**src/rtl/stage_buf_pkg.sv**
```systemverilog
// Shared types for stage_buf: FSM state encodings, register load selects, default width.
// Build option: STAGE_BUF_SKID_EN adds the skid slot and the FULL state.
package stage_buf_pkg;

  localparam int StageBufDataW = 160;

  typedef enum logic [1:0] {
    StageEmpty = 2'd0,
    StageBusy  = 2'd1,
    StageFull  = 2'd2
  } stage_state_e;

  typedef enum logic [1:0] {
    MainHold = 2'd0,
    MainUp   = 2'd1,
    MainSkid = 2'd2,
    MainNop  = 2'd3
  } main_sel_e;

  typedef enum logic [1:0] {
    SkidHold = 2'd0,
    SkidUp   = 2'd1,
    SkidNop  = 2'd2
  } skid_sel_e;

  function automatic logic [1:0] occ_of(input stage_state_e s);
    case (s)
      StageBusy: occ_of = 2'd1;
      StageFull: occ_of = 2'd2;
      default:   occ_of = 2'd0;
    endcase
  endfunction

endpackage

```
**src/rtl/stage_buf_if.sv**
```systemverilog
// Valid/ready handshake bundle between two pipeline stages, plus occupancy.
interface stage_buf_if import stage_buf_pkg::*; #(
  parameter int DATA_W = StageBufDataW
) ();
  logic              up_valid;
  logic              up_ready;
  logic [DATA_W-1:0] up_data;
  logic              dn_valid;
  logic              dn_ready;
  logic [DATA_W-1:0] dn_data;
  logic [1:0]        occ;

  // master: the environment around the stage; slave: the stage itself
  modport master (
    output up_valid, up_data, dn_ready,
    input  up_ready, dn_valid, dn_data, occ
  );

  modport slave (
    input  up_valid, up_data, dn_ready,
    output up_ready, dn_valid, dn_data, occ
  );
endinterface

```
**src/rtl/stage_buf_ctrl.sv**
```systemverilog
// stage_buf control: occupancy FSM, handshake outputs and data register load selects.
// Build option: STAGE_BUF_SKID_EN enables the FULL state and a state-derived up_ready.
module stage_buf_ctrl import stage_buf_pkg::*; (
  input  logic       clk,
  input  logic       rst,
  input  logic       flush,
  input  logic       up_valid,
  input  logic       dn_ready,
  output logic       up_ready,
  output logic       dn_valid,
  output logic [1:0] occ,
  output main_sel_e  main_sel
`ifdef STAGE_BUF_SKID_EN
  ,
  output skid_sel_e  skid_sel
`endif
);

  stage_state_e state, nxt;
  logic         up_x, dn_x;

  assign dn_valid = (state != StageEmpty);
  assign occ      = occ_of(state);

`ifdef STAGE_BUF_SKID_EN
  // Derived from the state register only: no path from dn_ready.
  assign up_ready = (state != StageFull);
`else
  assign up_ready = !dn_valid | dn_ready;
`endif

  assign up_x = up_valid & up_ready & !flush;
  assign dn_x = dn_valid & dn_ready;

  always_comb begin
    nxt      = state;
    main_sel = MainHold;
`ifdef STAGE_BUF_SKID_EN
    skid_sel = SkidHold;
`endif
    if (rst || flush) begin
      nxt      = StageEmpty;
      main_sel = MainNop;
`ifdef STAGE_BUF_SKID_EN
      skid_sel = SkidNop;
`endif
    end else begin
      case (state)
        StageEmpty: if (up_x) begin
          nxt      = StageBusy;
          main_sel = MainUp;
        end
        StageBusy: begin
          if (up_x && dn_x) begin
            main_sel = MainUp;
          end else if (dn_x) begin
            nxt      = StageEmpty;
            main_sel = MainNop;
          end
`ifdef STAGE_BUF_SKID_EN
          else if (up_x) begin
            nxt      = StageFull;
            skid_sel = SkidUp;
          end
`endif
        end
`ifdef STAGE_BUF_SKID_EN
        StageFull: if (dn_x) begin
          nxt      = StageBusy;
          main_sel = MainSkid;
          skid_sel = SkidNop;
        end
`endif
        default: begin
          nxt      = StageEmpty;
          main_sel = MainNop;
        end
      endcase
    end
  end

  always_ff @(posedge clk) begin
    if (rst) state <= StageEmpty;
    else     state <= nxt;
  end

endmodule

```
**src/rtl/stage_buf.sv**
```systemverilog
// Pipeline stage register with valid/ready handshake, flush-to-NOP and optional skid slot.
// Build option: STAGE_BUF_SKID_EN adds the second (skid) entry.
module stage_buf import stage_buf_pkg::*; #(
  parameter int                DATA_W      = StageBufDataW,
  parameter logic [DATA_W-1:0] NOP_PAYLOAD = '0
) (
  input  logic        clk,
  input  logic        rst,
  input  logic        flush,
  stage_buf_if.slave  bus
);

  main_sel_e         main_sel;
  logic [DATA_W-1:0] main_q;

`ifdef STAGE_BUF_SKID_EN
  skid_sel_e         skid_sel;
  logic [DATA_W-1:0] skid_q;
`endif

  stage_buf_ctrl u_ctrl (
    .clk      (clk),
    .rst      (rst),
    .flush    (flush),
    .up_valid (bus.up_valid),
    .dn_ready (bus.dn_ready),
    .up_ready (bus.up_ready),
    .dn_valid (bus.dn_valid),
    .occ      (bus.occ),
    .main_sel (main_sel)
`ifdef STAGE_BUF_SKID_EN
    ,
    .skid_sel (skid_sel)
`endif
  );

  // main is cleared to NOP whenever the stage empties, so dn_data needs no output mux.
  always_ff @(posedge clk) begin
    if (rst) begin
      main_q <= NOP_PAYLOAD;
    end else begin
      case (main_sel)
        MainUp:   main_q <= bus.up_data;
`ifdef STAGE_BUF_SKID_EN
        MainSkid: main_q <= skid_q;
`endif
        MainNop:  main_q <= NOP_PAYLOAD;
        default:  main_q <= main_q;
      endcase
    end
  end

`ifdef STAGE_BUF_SKID_EN
  always_ff @(posedge clk) begin
    if (rst) begin
      skid_q <= NOP_PAYLOAD;
    end else begin
      case (skid_sel)
        SkidUp:  skid_q <= bus.up_data;
        SkidNop: skid_q <= NOP_PAYLOAD;
        default: skid_q <= skid_q;
      endcase
    end
  end
`endif

  assign bus.dn_data = main_q;

endmodule

```
**src/flat_wrapper.sv**
```systemverilog
// flat-port wrapper written by rule: the top's interface ports become plain ports
module stage_buf_flat import stage_buf_pkg::*;
#(
  parameter int                DATA_W      = StageBufDataW,
  parameter logic [DATA_W-1:0] NOP_PAYLOAD = '0
)
  (clk, rst, flush, bus_up_valid, bus_up_data, bus_dn_ready, bus_up_ready, bus_dn_valid, bus_dn_data, bus_occ);
  stage_buf_if #(.DATA_W(DATA_W)) bus_i ();
  input  logic clk;
  input  logic rst;
  input  logic flush;
  input wire logic [$bits(bus_i.up_valid)-1:0] bus_up_valid;
  input wire logic [$bits(bus_i.up_data)-1:0] bus_up_data;
  input wire logic [$bits(bus_i.dn_ready)-1:0] bus_dn_ready;
  output wire logic [$bits(bus_i.up_ready)-1:0] bus_up_ready;
  output wire logic [$bits(bus_i.dn_valid)-1:0] bus_dn_valid;
  output wire logic [$bits(bus_i.dn_data)-1:0] bus_dn_data;
  output wire logic [$bits(bus_i.occ)-1:0] bus_occ;
  assign bus_i.up_valid = bus_up_valid;
  assign bus_i.up_data = bus_up_data;
  assign bus_i.dn_ready = bus_dn_ready;
  assign bus_up_ready = bus_i.up_ready;
  assign bus_dn_valid = bus_i.dn_valid;
  assign bus_dn_data = bus_i.dn_data;
  assign bus_occ = bus_i.occ;
  stage_buf #(.DATA_W(DATA_W), .NOP_PAYLOAD(NOP_PAYLOAD)) u_core (.clk(clk), .rst(rst), .flush(flush), .bus(bus_i));
endmodule
```
**config.mk**
```make
export PLATFORM = sky130hd
export DESIGN_NAME = stage_buf_flat
export DESIGN_NICKNAME = d
export VERILOG_FILES = /design/src/rtl/stage_buf_pkg.sv /design/src/rtl/stage_buf_if.sv /design/src/rtl/stage_buf_ctrl.sv /design/src/rtl/stage_buf.sv /design/src/flat_wrapper.sv
export SDC_FILE = /design/constraint.sdc
export NUM_CORES = 1
export LEC_CHECK = 0
export CAP_MARGIN = 15
export CORE_MARGIN = 3
export CORE_UTILIZATION = 41
export DETAILED_ROUTE_END_ITERATION = 16
export PLACE_DENSITY = 0.81
export SLEW_MARGIN = 20
export SYNTH_ARGS = -nofsm -noshare
export SYNTH_HDL_FRONTEND = slang
export SYNTH_HIERARCHICAL = 1
export SYNTH_SLANG_ARGS = --single-unit
```
**constraint.sdc**
```tcl
create_clock -name clk -period 1.9 [get_ports clk]
set_clock_uncertainty 0.15 [all_clocks]
set_input_delay 0.38 -clock clk [delete_from_list [all_inputs] [get_ports clk]]
set_output_delay 0.38 -clock clk [all_outputs]
set_load 0.005 [all_outputs]
```
* Word level (Yosys, flattened, before mapping)
Cells that the tools add are included.
Cells by class: equal/unequal tests 7, mux-type cells 11, bitwise logic cells 4, reductions and logical operators 9
Operators by type and width (number):
- one-hot mux 160 bit (2 select lines) | 1
- 2-to-1 mux 2 bit | 6
- one-hot mux 2 bit (2 select lines) | 3
- != test 2 bit (second input constant) | 3
- == test 2 x 1 -> 1 bit (second input constant) | 2
- == test 2 bit (second input constant) | 2
- nonzero test 2 bit | 2
- bitwise AND 1 bit | 3
- AND reduction 3 bit | 1
- logical NOT 1 bit | 2
- logical NOT 2 bit | 1
- OR reduction 2 bit | 1
- logical AND 1 bit | 1
- logical OR 1 bit | 1
- 2-to-1 mux 1 bit | 1
- bitwise OR 1 bit | 1
Storage, ports and cells: flip-flop bits (word level) 162, bits of input ports 165, output and inout port bits 164, word-level logic and storage cells 33

* Longest topological paths before layout
Gate-level depths: netlist (run 1).
depth after elaboration 11, mapped depth 6, mapped depth without buffers 4

* Hierarchy
The synthesis (run 1) kept the hierarchy.
By module, submodules not included:
- stage_buf | instances 1, cells each 710, area each 6547.5 um2, sequential area each 3203.1 um2
- stage_buf_ctrl | instances 1, cells each 12, area each 87.6 um2, sequential area each 20.0 um2

* Least setup slack after synthesis (run 1)
No wires, ideal clock.
path type reg2reg, from reg u_core.u_ctrl.state[0], to reg u_core.main_q[100], in the netlist u_core/bus.dn_data[100], setup time 132 ps, arrival time 1359 ps, required time 1618 ps, slack 258 ps, cell stages (with the launch flop) 7, buffers on the path 2, clock period less this slack 1642 ps, cells stage by stage dfxtp_1 nor2b_4 o21ai_0 buf_2 clkbuf_1 nand2b_1 a21oi_1
Between the ends: cells in the longest elaborated chain, start to end 11, elaborated cells on any way between the ends 18, those cells by class eq/ne (3); mux (6); bitwise (4); reduce/logical (5)
RTL lines:
- start, declared | RTL line stage_buf_ctrl.sv:19 | stage_state_e state, nxt;
- start signal, assigned | RTL line stage_buf_ctrl.sv:83 | if (rst) state <= StageEmpty;
- start signal, assigned | RTL line stage_buf_ctrl.sv:84 | else state <= nxt;
- nonzero test 2 bit | RTL line stage_buf_ctrl.sv:22 | assign dn_valid = (state != StageEmpty);
- logical NOT 1 bit | RTL line stage_buf_ctrl.sv:29 | assign up_ready = !dn_valid | dn_ready;
- bitwise OR 1 bit | RTL line stage_buf_ctrl.sv:29
- bitwise AND 1 bit (2 in a row) | RTL line stage_buf_ctrl.sv:32 | assign up_x = up_valid & up_ready & !flush;
- logical AND 1 bit | RTL line stage_buf_ctrl.sv:54 | if (up_x && dn_x) begin
- 2-to-1 mux 2 bit | RTL line stage_buf_ctrl.sv:54
- one-hot mux 2 bit (2 select lines) (*) | RTL line stage_buf_ctrl.sv:48 | case (state)
- 2-to-1 mux 2 bit (*) | RTL line stage_buf_ctrl.sv:41 | if (rst || flush) begin
- via u_core.main_sel[0] | RTL line stage_buf.sv:13 | main_sel_e main_sel;
- == test 2 bit or == test 2 x 1 -> 1 bit (tied branches) | RTL line stage_buf.sv:42 | case (main_sel)
- one-hot mux 160 bit (2 select lines) or nonzero test 2 bit (tied branches)
- end signal, assigned | RTL line stage_buf.sv:43 | MainUp: main_q <= bus.up_data;
- end signal, assigned | RTL line stage_buf.sv:48 | default: main_q <= main_q;
- end, declared | RTL line stage_buf.sv:14 | logic [DATA_W-1:0] main_q;
Mark *: on every way through the listed nets, which the timed path passes. The rest lies on a longest branch. A chain may end at the register's enable or synchronous reset.

* Final worst setup path (run 1)
from reg u_core.main_q[44], in the netlist u_core/bus.dn_data[44], to out bus_dn_data[44]
RTL lines:
- end, declared | RTL line flat_wrapper.sv:17 | output wire logic [$bits(bus_i.dn_data)-1:0] bus_dn_data;
No word-level cell between the ends.

==> results.md, run 1 <==
- Worst R2R Start: u_core/u_ctrl/state[0]
- Tot GR Track Use: 0.221
- WP buf/inv: 1
- CP Cell Sequence: clkdlybuf4s50_1
- Worst Hold Depth: 4
- Worst path max stage delay: 0.58 ns
- Final Hold Vio Count: 0
- Post-Syn Area per Cell: approximately 9 um2
- Share of cells above drive strength 1: 0.0572
- R2r endpoint: u_core/bus.dn_data[65]
- Worst-skew pair later-pin latency: about 0.42 ns
- Maxcap violations: 0
- Clock transition at path regs: around 0.060 ns
- Max Slew Vio Count: 0
- CP Launch Type: register
- Routed WL: around 20000 um
- Antenna viol nets, final: 0
- Synthesized cell area: 0.00664 mm2
- Hold worst-path end: u_core/u_ctrl/state[0]
- Rel. slew slack: 0.496
- Crit path max fanout: 2
- Leak: 3.69 nW
- Worst Setup SP: u_core/bus.dn_data[44]
- Post-Synthesis Cells: 722
- Vias: between 6000 and 7000
- Register area share after synthesis: 0.486
- RSZ-0062 raised after global routing: false
- CTS Buf Count: 17
- WL met1: around 8300 um
- Fin crit share: 0.976
- Crit path DAT: 1.32 ns
- Die Span Y: approximately 130 um
- Deepest clock path buffer count: 2
- Vias in the first global route: 6012
- Metal3 WL: about 1800 um
- IO Count: ~330
- Cell taking the most area after synthesis: dfxtp_1
- Setup Viol. Count Final: 0
- Cell variety after synth: 14
- Hold crit path type: in -> reg
- CP required: around 1.4 ns
- Fin cells: 1243
- DRT iter0 DRCs: about 250
- Filler instances: roughly 1200
- Yosys reg bits: ~160
- Total Nets Final: 1184
- Initial antenna violation count: 1
- Area grow syn2layout: 62.6%
- Top sig layer: met5
- Reg2Reg Setup Slack: 0.13 ns
- Actual slew at the worst max-slew pin: around 0.76 ns
- DP HPWL: around 14000 um
- Dpl ws: -0.195 ns
- CTS root buffer: clkbuf_16
- Crit end category: output port
- Post-layout min period: approximately 1.9 ns
- Cells after DPL: ~1200
- CTS H-tree lvls: 4
- Peak VDD IR: about 580 uV
- Total gr overflow: 0
- Clock Sinks: approximately 160
- Die ar.: ~0.018 mm2
- Max Fclk: 540 MHz
- Delay-heaviest family, CP: buffers and inverters
- Avg WL per Cell: approximately 16 um
- Area contributors post-synth: dfxtp_1 (49%), nand3b_1 (18%), nand2b_1 (15%)
- CP max-delay cell: clkdlybuf4s50_1
- CTS tree: yes
- Starting Density: 0.427
- Vias per inst: approximately 5
- Largest net degree at the start of global routing: roughly 160
- DRC viols: 0
- First-pass GRT wire length: roughly 32000 um
- Hold wc startpoint: rst
- Post-CTS Hold Buffers: 0
- Drt pass-1 iters: 4
- Setup slack after layout: approximately 0.046 ns
- ANT cells: 0
- Quantity of I/O buffers inserted on ports: ~330
- Status: complete, no violations
- Core area: about 0.016 mm2
- Row count: 45
- Met2 routed WL: a little under 10000 um
- Die span in x: roughly 130 um
- PD cells: ~750 mW/mm2
- Mapped Nets: around 900
- Synth top area share: 0.486
- Critical path class: reg -> out
- Worst reg2reg path depth: 7
- GP Congestion: between 0.7 and 0.8
- YS warnings: 6
## how the worst max path moves through the flow
stage / end / slack (ns) / cells after the start
2_1_floorplan: u_core/bus.dn_data[100] / 0.26 / 6
3_3_place_gp: u_core/bus.dn_data[3] / -0.16 / 7
3_5_place_dp: u_core/bus.dn_data[156] / -0.20 / 7
4_1_cts: bus_occ[0] / 0.009 / 1
5_1_grt: bus_dn_data[65] / 0.0009 / 1
6_report: bus_dn_data[44] / 0.05 / 1
## state kept, by name, indices dropped and copies added (netlist names)
| name | cells |
|---|---|
| u_core/bus.dn_data | 160 |
| u_core/u_ctrl/state | 1 |
## where the power goes
group | total [W] | internal (W) | switching [W]
logic | 0.00104 | 0.000676 | 0.000361
clock network | 0.00350 | 0.00215 | 0.00135
registers | 0.00353 | 0.00348 | 0.0000512
## cell usage after synthesis
master    count
a21oi_1     160
buf_2        12
buf_4        19
clkbuf_1     41
conb_1        1
dfxtp_1     161
inv_1         1
nand2_1       1
nand2b_1    160
nand3b_1    161
nor2_1        2
nor2b_4       1
o21a_1        1
o21ai_0       1
## through the flow
stage / hold slack (ns) / utilization / cell area [um2] / TNS [ns] / total power (W)
after floorplan: 0.312 / - / 6640 / 0 / 0.00398
after global placement: 0.301 / 0.654 / 10200 / -21.25 / 0.00463
after detailed placement: 0.306 / 0.654 / 10200 / -24.22 / 0.00464
after CTS: 0.242 / 0.694 / 10800 / 0 / 0.00814
after global routing: 0.254 / 0.694 / 10800 / 0 / 0.00836
final: 0.256 / 0.694 / 10800 / 0 / 0.00806
## cell type report
type	count	area [um2]	area share
clock inverter	7	97.6	0.00905
tap	211	264	0.0245
multi-input combinational	488	3070	0.285
timing repair buffer	350	3610	0.335
sequential	161	3230	0.299
clock buffer	25	515	0.0478
inverter	1	3.75	0.000348
## per-layer routing
| metal | track usage | vias to the layer above |
|---|---|---|
| met4 | 0.0851 | 2 |
| met3 | 0.0884 | 36 |
| met1 | 0.252 | 2866 |
| met2 | 0.374 | 226 |
| met5 | 0 | - |
| li1 | - | 3034 |
## repair_timing
action / 4_1_cts / 5_1_grt
endpoints found under the setup margin: 4 / 4
pin swaps: 0 / 0
resized for setup: 5 / 4
hold endpoints to repair: 0 / 0
buffers inserted: 1 / 0
## placed cells by master (no fill, tap or decap), types with 2 or more instances in the layout
master | netlist | routed
a21oi_1 | 160 | 160
buf_12 | 0 | 13
buf_4 | 19 | 11
bufinv_16 | 0 | 2
clkbuf_1 | 41 | 2
clkbuf_16 | 0 | 17
clkbuf_8 | 0 | 6
clkdlybuf4s50_1 | 0 | 320
clkinv_4 | 0 | 2
clkinvlp_4 | 0 | 2
dfxtp_1 | 161 | 159
dlygate4sd2_1 | 0 | 3
dlymetal6s2s_1 | 0 | 3
nand2b_1 | 160 | 160
nand3b_1 | 161 | 161
nor2_1 | 2 | 2
## cell families after synthesis
group	synth area share
AOI/OAI and AO/OA	0.123
other	0.000565
DFF	0.486
buffers and inverters	0.0543
and+or+nand+nor	0.337
(Power assumes the default switching activity.)
==> run 2, diff against run 1 <==
Settings changed: SLEW_MARGIN 20 to not set.
==> results of run 2 <==
No change in the layout: final DEF, timing and power equal those of run 1.
==> run 3, diff against run 2 <==
Settings changed: CORE_MARGIN 3 to not set.
==> run 3 against run 2 <==
Final area down 1.2%. Die area down 5.9%. Sequential share of layout area up 0.32 points. Non-clock buffer count down 7. Maximum frequency up 1.0%. Routed wire length down 6.8%. Worst hold slack worse by 0.019 ns. Sequential power about the same. Largest cell class unchanged. Largest power group unchanged.
==> results.md, run 3 (synthesis gave the netlist of run 1 again) <==
- Status: complete, no violations
- CTS tree: yes
- ANT cells: 0 (unchanged)
- Fin cells: 1241 (-0.16%)
- Worst Setup SP: u_core/bus.dn_data[140]
- Clock Sinks: 161 (unchanged)
- Register area: 0.00322 mm2 (-0.12%)
- Starting Density: 0.419 (-0.00776)
- Hold crit path type: in -> reg
- Maxcap violations: 0 (unchanged)
- Peak VDD IR: 531 uV (-8.9%)
- Total Nets Final: 1177 (-0.59%)
- Filler instances: 1283 (+2.7%)
- Routed WL: 19100 um (-6.8%)
- CP Launch Type: register
- PD cells: 736 mW/mm2 (-1.6%)
- Stages on worst setup path: 1 (unchanged)
- Quantity of I/O buffers inserted on ports: 327 (unchanged)
- Row count: 46 (+2.2%)
- Crit end category: output port
- Vias: 6092 (-1.2%)
- DRC viols: 0 (unchanged)
- Core area: 0.0158 mm2 (+1.9%)
- Max reg flops: 160 (unchanged)
- Die span in x: 129 um (-3.0%)
- Antenna viol nets, final: 0 (unchanged)
- Area grow syn2layout: 60.7%
- Vias in the first global route: 5587 (-7.1%)
- Worst R2R Start: u_core/u_ctrl/state[0]
- Vias per inst: 4.91 (-1.0%)
- CP Capture Point: bus_dn_data[140]
- Final Hold Vio Count: 0 (unchanged)
- Worst path max stage delay: 0.55 ns (-0.03 ns)
- Clock transition at path regs: 0.07 ns (about the same)
- Largest net degree at the start of global routing: 161 (unchanged)
- Avg WL per Cell: 15.4 um (-6.6%)
- Rel. slew slack: 0.455 (-0.0410)
- CTS H-tree lvls: 4 (unchanged)
- DRT iter0 DRCs: 310 (+22%)
- IO Count: 329 (unchanged)
- Commonest non-fill, non-tap cell in the layout: clkdlybuf4s50_1
- CP Cell Sequence: clkdlybuf4s50_1
- Area occupied by multi-input gates: 0.00307 mm2 (unchanged)
- Initial antenna violation count: 0 (-1)
- Critical path class: reg -> out
- Worst reg2reg path depth: 7 (unchanged)
- CTS Buf Count: 17 (unchanged)
- Worst-skew pair later-pin latency: 0.41 ns (about the same)
- Share of cells above drive strength 1: 0.0507 (-0.00644)
- Post-CTS Hold Buffers: 0 (unchanged)
- Setup Viol. Count Final: 0 (unchanged)
- Reg2Reg Setup Slack: 0.11 ns (-0.02 ns)
- CP required: 1.37 ns (about the same)
- Deepest clock path buffer count: 2 (unchanged)
- CTS root buffer: clkbuf_16
- Max Fclk: 545 MHz (+1.0%)
- Leak: 3.56 nW (-3.4%)
- Worst hold slack: 0.236 ns (-0.0194 ns)
- Drt pass-1 iters: 4 (unchanged)
- R2r endpoint: u_core/bus.dn_data[108]
- Fin crit share: 0.966 (-0.00972)
- Max Slew Vio Count: 0 (unchanged)
- Crit path DAT: 1.31 ns (about the same)
- Delay-heaviest family, CP: buffers and inverters
- Tot GR Track Use: 0.217 (-0.00447)
- CP max-delay cell: clkdlybuf4s50_1
- Die Span Y: 129 um (-3.0%)
- Actual slew at the worst max-slew pin: 0.817 ns (+0.0615 ns)
- Cells after DPL: 1207 (-0.25%)
- WP buf/inv: 1 (unchanged)
- Most frequent cells in the layout: clkdlybuf4s50_1 (324), nand3b_1 (161), nand2b_1 (160), a21oi_1 (160), dfxtp_1 (160)
- GP Congestion: 0.763 (-1.6%)
- First-pass GRT wire length: 28300 um (-10%)
- Crit path max fanout: 2 (unchanged)
- DP HPWL: 12500 um (-12%)
- Total gr overflow: 0 (unchanged)
- Post-layout min period: 1.84 ns (-0.0185 ns)
- Die ar.: 0.0167 mm2 (-5.9%)
==> run 3: worst min-delay path by stage <==
| stage | endpoint | depth (start not counted) | slack, ns | start |
|---|---|---|---|---|
| 2_1_floorplan | u_core/bus.dn_data[15] | 2 | 0.31 | u_core/bus.dn_data[15] |
| 3_3_place_gp | u_core/bus.dn_data[128] | 2 | 0.30 | u_core/bus.dn_data[128] |
| 4_1_cts | u_core/u_ctrl/state[0] | 4 | 0.22 | rst |
| 5_1_grt | u_core/u_ctrl/state[0] | 4 | 0.25 | rst |
| 6_report | u_core/u_ctrl/state[0] | 4 | 0.24 | rst |
| 3_5_place_dp | u_core/bus.dn_data[0] | 2 | 0.31 | u_core/bus.dn_data[0] |
==> run 3: layer usage <==
| layer | GRT usage | wire length (um) | vias to the layer above |
|---|---|---|---|
| met4 | 0.0879 | 387 | 0 |
| li1 | - | - | 3023 |
| met3 | 0.0991 | 2150 | 29 |
| met1 | 0.246 | 7560 | 2821 |
| met5 | 0 | 0 | - |
| met2 | 0.354 | 9000 | 219 |
==> run 3: cell type report <==
type                       instances  share of cell area
clock buffer                      21              0.0441
tap                              216              0.0253
sequential                       161               0.302
timing repair buffer             343               0.330
multi-input combinational        488               0.288
clock inverter                    11             0.00986
inverter                           1            0.000352
==> run 3: timing repair <==
action,in CTS,in global routing
hold endpoints to repair,0,0
pin swaps,0,1
setup endpoints to repair,1,76
buffers inserted,1,0
resized for setup,3,5
cloned,0,1
==> run 3: power by group <==
group	total [W]	internal, W	switching, W
Sequential	0.00353	0.00348	0.0000507
Combinational	0.00101	0.000661	0.000351
Clock	0.00331	0.00191	0.00139
==> run 3: per-stage QoR <==
step           power (W)  setup WS (ns)  area (um2)   util   TNS [ns]
2_1_floorplan    0.00398          0.258        6640      -          0
3_3_place_gp     0.00460         -0.303       10100  0.635     -32.74
3_5_place_dp     0.00461         -0.346       10100  0.635     -36.79
4_1_cts          0.00792        0.00994       10600  0.672          0
5_1_grt          0.00816      -0.000302       10700  0.674  -0.000302
6_report         0.00785         0.0649       10700  0.674          0
